[src/rtl/fetch_unit.sv]
// Instruction fetch stage: issues sequential PC reads to a one-cycle instruction
// memory and buffers returned words in a 2-entry FIFO with redirect/flush support.
module fetch_unit #(
   parameter int IW       = 8,
   parameter int AW       = 8,
   parameter int RESET_PC = 0
) (
   input  logic          clk,
   input  logic          rst_n,
   output logic          imem_req,
   output logic [AW-1:0] imem_addr,
   input  logic [IW-1:0] imem_rdata,
   output logic [IW-1:0] instr,
   output logic [AW-1:0] instr_pc,
   output logic          instr_valid,
   input  logic          instr_ready,
   input  logic          redirect_valid,
   input  logic [AW-1:0] redirect_pc
);

   localparam logic [AW-1:0] RST_PC = AW'(RESET_PC);

   logic [AW-1:0] pc;
   logic          inflight;
   logic [AW-1:0] req_pc_p1;
   logic [1:0]    count;
   logic          wr_ptr;
   logic          rd_ptr;
   logic [IW-1:0] buf_instr [2];
   logic [AW-1:0] buf_pc    [2];

   logic          pop;
   logic          push;
   logic [2:0]    occupancy;

   assign instr_valid = (count != 2'd0);
   assign pop         = instr_valid & instr_ready;
   assign push        = inflight & ~redirect_valid;

   // Slots committed after this cycle: buffered + in flight - leaving now.
   assign occupancy = {1'b0, count} + {2'b00, inflight} - {2'b00, pop};

   // Gated by rst_n so no request escapes while reset is held.
   assign imem_req  = rst_n & ~redirect_valid & (occupancy < 3'd2);
   assign imem_addr = pc;

   assign instr    = instr_valid ? buf_instr[rd_ptr] : '0;
   assign instr_pc = instr_valid ? buf_pc[rd_ptr]    : '0;

   // Stage p0 -> p1: request issue and FIFO control
   always_ff @(posedge clk or negedge rst_n) begin
      if (!rst_n) begin
         pc       <= RST_PC;
         inflight <= 1'b0;
         count    <= 2'd0;
         wr_ptr   <= 1'b0;
         rd_ptr   <= 1'b0;
      end else if (redirect_valid) begin
         pc       <= redirect_pc;
         inflight <= 1'b0;
         count    <= 2'd0;
         wr_ptr   <= 1'b0;
         rd_ptr   <= 1'b0;
      end else begin
         inflight <= imem_req;
         if (imem_req) pc <= pc + 1'b1;
         if (push) wr_ptr <= ~wr_ptr;
         if (pop)  rd_ptr <= ~rd_ptr;
         count <= count + {1'b0, push} - {1'b0, pop};
      end
   end

   // Stage p1 -> p2: capture returned word with the address it was fetched from
   always_ff @(posedge clk) begin
      if (imem_req) req_pc_p1 <= pc;
      if (push) begin
         buf_instr[wr_ptr] <= imem_rdata;
         buf_pc[wr_ptr]    <= req_pc_p1;
      end
   end

endmodule
[config.mk]
export PLATFORM = sky130hd
export DESIGN_NAME = fetch_unit
export DESIGN_NICKNAME = d
export VERILOG_FILES = /design/src/rtl/fetch_unit.sv
export SDC_FILE = /design/constraint.sdc
export NUM_CORES = 1
export LEC_CHECK = 0
export CORE_ASPECT_RATIO = 1.75
export CORE_MARGIN = 2
export CORE_UTILIZATION = 54
export CTS_BUF_LIST = sky130_fd_sc_hd__clkbuf_16
export DETAILED_ROUTE_END_ITERATION = 16
export PLACE_DENSITY = 0.84
export SLEW_MARGIN = 20
export SYNTH_ARGS = -nofsm -noshare
export SYNTH_HDL_FRONTEND = slang
export SYNTH_SLANG_ARGS = --single-unit
[constraint.sdc]
create_clock -name clk -period 6.4 [get_ports clk]
set_input_delay 1.28 -clock clk [delete_from_list [all_inputs] [get_ports clk]]
set_output_delay 1.28 -clock clk [all_outputs]
set_load 0.01 [all_outputs]
Word level (Yosys, flattened, before mapping)
Memory sizes are Yosys's and may differ from the RTL's.
Cells that the tools add are included.
{ "classes": {"addsub": 5, "magnitude_cmp": 1, "n_mux": 12, "bitwise": 7, "n_reduce_logical": 4} }
{ "op_table": {"columns": ["cell", "count"], "rows": [
  ["2-to-1 mux 8 bit", 4],
  ["adder 8 x 1 -> 8 bit (second input constant)", 1],
  ["nonzero test 2 bit", 4],
  ["2-to-1 mux 1 bit", 7],
  ["AND 1 bit", 4],
  ["adder 2 x 1 -> 3 bit", 1],
  ["< comparator 3 x 2 -> 1 bit (second input constant)", 1],
  ["NOT 1 bit", 3],
  ["subtractor 3 x 1 -> 3 bit", 1],
  ["adder 2 x 1 -> 2 bit", 1],
  ["2-to-1 mux 2 bit", 1],
  ["subtractor 2 x 1 -> 2 bit", 1]
]} }
{ "word_totals": {"regBits": 21, "ram_bits": 32, "wordCells": 37, "n_memories": 2} }
{ "memory_table": {"columns": ["name", "words", "width", "read_ports", "rd_ports_with_merged_regs", "wr", "line_no", "rtl"], "rows": [
  ["buf_instr", 2, 8, 1, 0, 1, "29", "logic [IW-1:0] buf_instr [2];"],
  ["buf_pc", 2, 8, 1, 0, 1, "30", "logic [AW-1:0] buf_pc [2];"]
]} }

Logic depth before layout (Yosys ltp)
Gate-level depths: netlist of run 1.
{ "logic_depth": {"depth_word": 7, "depth_mapped": 9} }

Least setup slack after synthesis of run 1
OpenSTA, ideal clock, no wires.
{ "synth_path": {"path_kind": "in2out", "startpoint": "in instr_ready", "endpoint": "out imem_req", "t_arrival_ns": 2.933, "required_ns": 5.120, "setup_slack_ns": 2.187, "path_stages": 7, "n_path_buf": 1, "cell_sequence": "and3b_1 > o21ai_0 > fa_1 > xor2_1 > or3_1 > buf_2 > inv_1"} }
{ "synth_via": {"elab_chain_cells": 4} }
{ "synth_rtl": {"columns": ["element", "line_no", "rtl"], "rows": [
  ["start, declared", "16", "input logic instr_ready,"],
  ["AND 1 bit", "37", "assign pop = instr_valid & instr_ready;"],
  ["subtractor 3 x 1 -> 3 bit", "41", "assign occupancy = {1'b0, count} + {2'b00, inflight} - {2'b00, pop};"],
  ["< comparator 3 x 2 -> 1 bit", "44", "assign imem_req = rst_n & ~redirect_valid & (occupancy < 3'd2);"],
  ["AND 1 bit", "44", null],
  ["end, declared", "10", "output logic imem_req,"]
]} }
No other way between the ends.

Worst setup path in the final report of run 1
Ends and elaborated chain as after synthesis.

==> results of run 1 <==
power groups by stage:
stage / Clock, uW / Sequential (uW) / Combinational (uW)
2_1_floorplan: 0 / 453 / 153
3_3_place_gp: 0 / 469 / 262
3_5_place_dp: 0 / 474 / 271
4_1_cts: 334 / 468 / 273
5_1_grt: 347 / 474 / 294
6_report: 330 / 469 / 273
synth_stat cells, drive strengths merged:
library cell | count | area share
or2 | 1 | 0.0029
and4 | 1 | 0.0040
ha | 3 | 0.017
nand3 | 3 | 0.0069
nand2 | 12 | 0.021
nor2b | 3 | 0.0087
dfrtp | 13 | 0.15
edfxtp | 40 | 0.55
buf | 3 | 0.0069
o311ai | 11 | 0.044
xnor2 | 3 | 0.012
mux2i | 17 | 0.078
inv | 6 | 0.010
and3b | 1 | 0.0040
nor2 | 21 | 0.036
fa | 1 | 0.0092
nand4 | 1 | 0.0029
o21ai | 3 | 0.0069
clkbuf | 2 | 0.0035
a31o | 1 | 0.0040
or3 | 2 | 0.0058
and3 | 1 | 0.0029
xor2 | 2 | 0.0081
kinds of logic after synthesis:
kind of cell               after synthesis
and+or+nand+nor                         46
AOI/OAI and AO/OA                       15
xor gates and xnor gates                 5
buffers and inverters                   11
DFF                                     53
muxes                                   17
adders and majority gates                4
path summary, 6_finish.rpt:
path                              start      endpoint  slack, ps
setup / recovery            instr_ready      imem_req        860
hold / removal             req_pc_p1[1]  buf_pc[0][1]        450
setup reg to reg               count[1]  imem_addr[1]       3570
hold reg to reg            req_pc_p1[1]  buf_pc[0][1]        450
max in group asynchronous         rst_n  imem_addr[6]       4930
min in group asynchronous         rst_n  imem_addr[3]       1310
layer usage:
layer / part of all wire / wire length (um) / global-route usage / up-vias
met5: 0 / 0 / 0 / -
met4: 0.036 / 153 / 0.100 / 0
met3: 0.054 / 230 / 0.0392 / 17
met2: 0.56 / 2370 / 0.361 / 84
met1: 0.35 / 1510 / 0.222 / 687
li1: - / - / - / 654
worst max-delay path: stages:
cell	delay [ps]
clkdlybuf4s50_1	500
and3b_1	210
o21ai_0	120
fa_1	380
xor2_1	230
or3_1	530
inv_1	380
clkdlybuf4s50_1	630
state kept, by name, indices dropped and copies added (netlist names):
signal,flops
inflight,1
wr_ptr,1
req_pc_p1,8
rd_ptr,1
buf_pc,16
buf_instr,16
count,2
imem_addr,8
metrics by stage:
stage | hold WS (ps) | power [uW] | utilization | worst slack [ps]
3_5_place_dp | 434 | 745 | 0.691 | 901
5_1_grt | 474 | 1110 | 0.741 | 730
3_3_place_gp | 423 | 731 | 0.691 | 987
2_1_floorplan | 421 | 606 | - | 2190
6_report | 447 | 1070 | 0.741 | 861
4_1_cts | 449 | 1070 | 0.740 | 893
area by class of cell:
cell class | count | area [um^2]
timing repair buffer | 47 | 465
clock buffer | 5 | 125
fill | 237 | 1000
tap | 48 | 60.1
sequential | 53 | 1530
inverter | 6 | 22.5
multi-input combinational | 87 | 601
clock inverter | 3 | 65.1
==> flow_summary.ini, run 1 <==
[finish]
design_area_um2 = 2870
final_layout_size_suffix_gt1_frac = 0.0647
layout_common_cells = 45 x clkdlybuf4s50_1, 40 x edfxtp_1, 20 x nor2_1
final_common_cell = clkdlybuf4s50_1
diodes = 0
area_growth_pct = 32.1
nNetsFinal = 224
fin_cells = 249

[power]
vdd_drop_max_mv = 0.227
internal-power_uw = 789
leakagePower_uw = 0.00104
comb_power_share = 0.255
clkPwrFrac = 0.308
power_frac_seq = 0.437
power_density_nw_per_um2 = 374
sw_frac_of_total = 0.264
p_sw_uw = 283

[timing]
period_share = 0.865
setup_violations = 0
hold_violations = 0
final.setup.tns_ps = 0
finalCriticalPeriod_ps = 5540
tightest_slew_ps = 911
fmax_ghz = 0.181
drv_slew = 0
grt_setup_unrepaired = no
fin_worst_skew_ps = 2.97
slew_headroom = 0.393

[route]
vias = 1442
drt-total-wl_mm = 4.26
wl_per_cell_um = 17.1
viasPerCell = 5.79
drc = 0
dr.pass1.iters = 4
dr.first_iter.drc_count = 38
ant_nets = 0

[logic_synthesis]
synth_fa_ha_area_frac = 0.0265
syn_area_per_cell_um2 = 14.4
yosys-mux-area-fraction = 0.0784
synth_cell_types = 23
synth_compound_area_frac = 0.0554
ys_ff_latch = 53
synth_top_family_by_area = simple AND/OR/NAND/NOR gates
synth_cells = 151
synth_xor_area_frac = 0.0202
synth-simple-area-share = 0.0952
syn-cell-area_um2 = 2170
ys_warn_count = 0
synth_fp_nets = 175
seq_area_frac_synth = 0.704

[setup_path]
start_kind = primary input
cp-end-kind = primary output
worstSetupPathType = in -> out
reg2reg_depth = 8
crit_required_ps = 5120
path_max_fanout = 10
crit_arrival_ps = 4260

[floorplan]
die_y_um = 87.9
die_x_um = 51.9
rows = 30
core_region_area_um2 = 3870
io_pins = 46
start_util = 0.561
die_area_um2 = 4560

[cts]
numClockSinks = 53
clock_path_buffers = 2
tritoncts = done
h-tree-depth = 2
postCtsResizedCells = 0
cts_root_buf = clkbuf_16
postCtsSetupRepairBufs = 0
hold_buffers = 0
worst_skew_pair.late_latency_ps = 280
path_clk_slew_ps = 60
cts_buffers = 5

[placed_design]
postPlaceCellArea_um2 = 2670
io_buffers = 45
dp_hpwl_mm = 3.01
dp_cells = 241
gp_congestion = 0.915

[outcome]
outcome = finished, final reports clean

[worst_hold_path]
hold_depth = 0
hold_path_class = reg -> reg

[job]
cap_violations = 0

[grt]
gr-usage-all-layers = 0.202
grt_pass1_wl_mm = 6.77
overflow = 0
antenna_found_initial = 0
first_global_vias = 1435
grt_max_degree = 19
Note: power is estimated with default switching activity, not from simulation.
==> inputs of run 2 (changes only) <==
--- a/config.mk
+++ b/config.mk
@@ -7,10 +7,9 @@
 export LEC_CHECK = 0
 export CORE_ASPECT_RATIO = 1.75
 export CORE_MARGIN = 2
-export CORE_UTILIZATION = 54
+export CORE_UTILIZATION = 35
 export CTS_BUF_LIST = sky130_fd_sc_hd__clkbuf_16
 export DETAILED_ROUTE_END_ITERATION = 16
-export PLACE_DENSITY = 0.84
 export SLEW_MARGIN = 20
 export SYNTH_ARGS = -nofsm -noshare
 export SYNTH_HDL_FRONTEND = slang
==> flow_summary.ini, run 2 (synthesis results as in run 1) <==
[outcome]
outcome = finished, final reports clean

[floorplan]
die_y_um = 108
io_pins = 46
rows = 38
start_util = 0.356
die_x_um = 63.5
die_area_um2 = 6870
core_region_area_um2 = 6090

[power]
power_frac_seq = 0.471
power_density_nw_per_um2 = 345
clkPwrFrac = 0.254
vdd_drop_max_mv = 0.173
comb_power_share = 0.275
leakagePower_uw = 0.00103
internal-power_uw = 712
sw_frac_of_total = 0.280
p_sw_uw = 276
power_uw = 989

[route]
dr.first_iter.drc_count = 64
viasPerCell = 4.77
dr.pass1.iters = 6
ant_nets = 0
wl_per_cell_um = 13.6
vias = 1351
drt-total-wl_mm = 3.86
drc = 0

[timing]
slew_headroom = 0.376
setup_violations = 0
grt_setup_unrepaired = no
fin_worst_skew_ps = 3.90
finalCriticalPeriod_ps = 5310
tightest_slew_ps = 936
hold_violations = 0
final.setup.tns_ps = 0
period_share = 0.829
fmax_ghz = 0.188
drv_slew = 0

[grt]
grt_max_degree = 18
gr-usage-all-layers = 0.123
busiest_layer = met2
antenna_found_initial = 0
overflow = 0
first_global_vias = 1404
grt_use_met3 = 0.0323
grt_pass1_wl_mm = 6.47
met2_usage = 0.223
grt_use_met1 = 0.128

[placed_design]
gp_congestion = 0.847
postPlaceCellArea_um2 = 2730
dp_hpwl_mm = 2.85
dp_cells = 275
io_buffers = 45

[cts]
tritoncts = done
cts_buffers = 5
postCtsResizedCells = 0
cts_root_buf = clkbuf_16
postCtsSetupRepairBufs = 0
numClockSinks = 53
h-tree-depth = 2
clock_path_buffers = 2
hold_buffers = 0
worst_skew_pair.late_latency_ps = 280
path_clk_slew_ps = 60

[finish]
design_area_um2 = 2870
final_common_cell = clkdlybuf4s50_1
final_layout_size_suffix_gt1_frac = 0.0640
diodes = 0
top_regs = buf_instr x16, buf_pc x16
area_growth_pct = 32.1
fillCellCount = 598
fin_cells = 283
nNetsFinal = 226
layout_common_cells = 45 x clkdlybuf4s50_1, 40 x edfxtp_1, 21 x nor2_1

[setup_path]
worstSetupPathType = in -> out
start_kind = primary input
cp-end-kind = primary output
crit_required_ps = 5120
crit_arrival_ps = 4030
path_max_fanout = 10

[worst_hold_path]
hold_path_class = reg -> reg

[job]
cap_violations = 0
## run 2: final cells by class
class,count,area [um^2],area share
multi-input combinational,87,598,0.209
clock inverter,3,13.8,0.00480
tap,80,100,0.0349
inverter,6,22.5,0.00786
clock buffer,5,125,0.0436
timing repair buffer,49,480,0.168
sequential,53,1530,0.533
## run 2: metal layers
metal	wire length, um	share of wire
met5	0	0
met4	62	0.016
met3	186	0.048
met2	2090	0.54
met1	1520	0.39
## run 2: worst paths after layout
kind,start,to,slack [ps],cells after the start
worst max-delay path,instr_ready,imem_req,1090,9
worst min-delay path,req_pc_p1[4],buf_pc[1][4],440,0
worst max register to register,count[1],imem_addr[1],3820,9
worst min register to register,req_pc_p1[4],buf_pc[1][4],440,0
max in group asynchronous,rst_n,imem_addr[4],4930,2
min in group asynchronous,rst_n,imem_addr[2],1300,2
## run 2: critical path, stage by stage
cell and delay (ps):
clkdlybuf4s50_1 490, and3b_1 200, o21ai_0 110, fa_1 380, xor2_1 220, or3_1 510
inv_1 90, buf_4 180, clkdlybuf4s50_1 550
## run 2: power groups by stage
stage | clock network [uW] | logic [uW] | registers [uW]
floorplan | 0 | 153 | 453
CTS | 257 | 278 | 467
global placement | 0 | 275 | 473
detailed placement | 0 | 277 | 474
global route | 270 | 301 | 474
finish | 251 | 272 | 466
## run 2: per-stage QoR
step | setup WS [ps] | util | hold slack [ps]
detailed placement | 1080 | 0.448 | 430
global route | 895 | 0.471 | 460
floorplan | 2190 | - | 421
global placement | 1100 | 0.448 | 423
finish | 1090 | 0.471 | 438
CTS | 1080 | 0.471 | 440
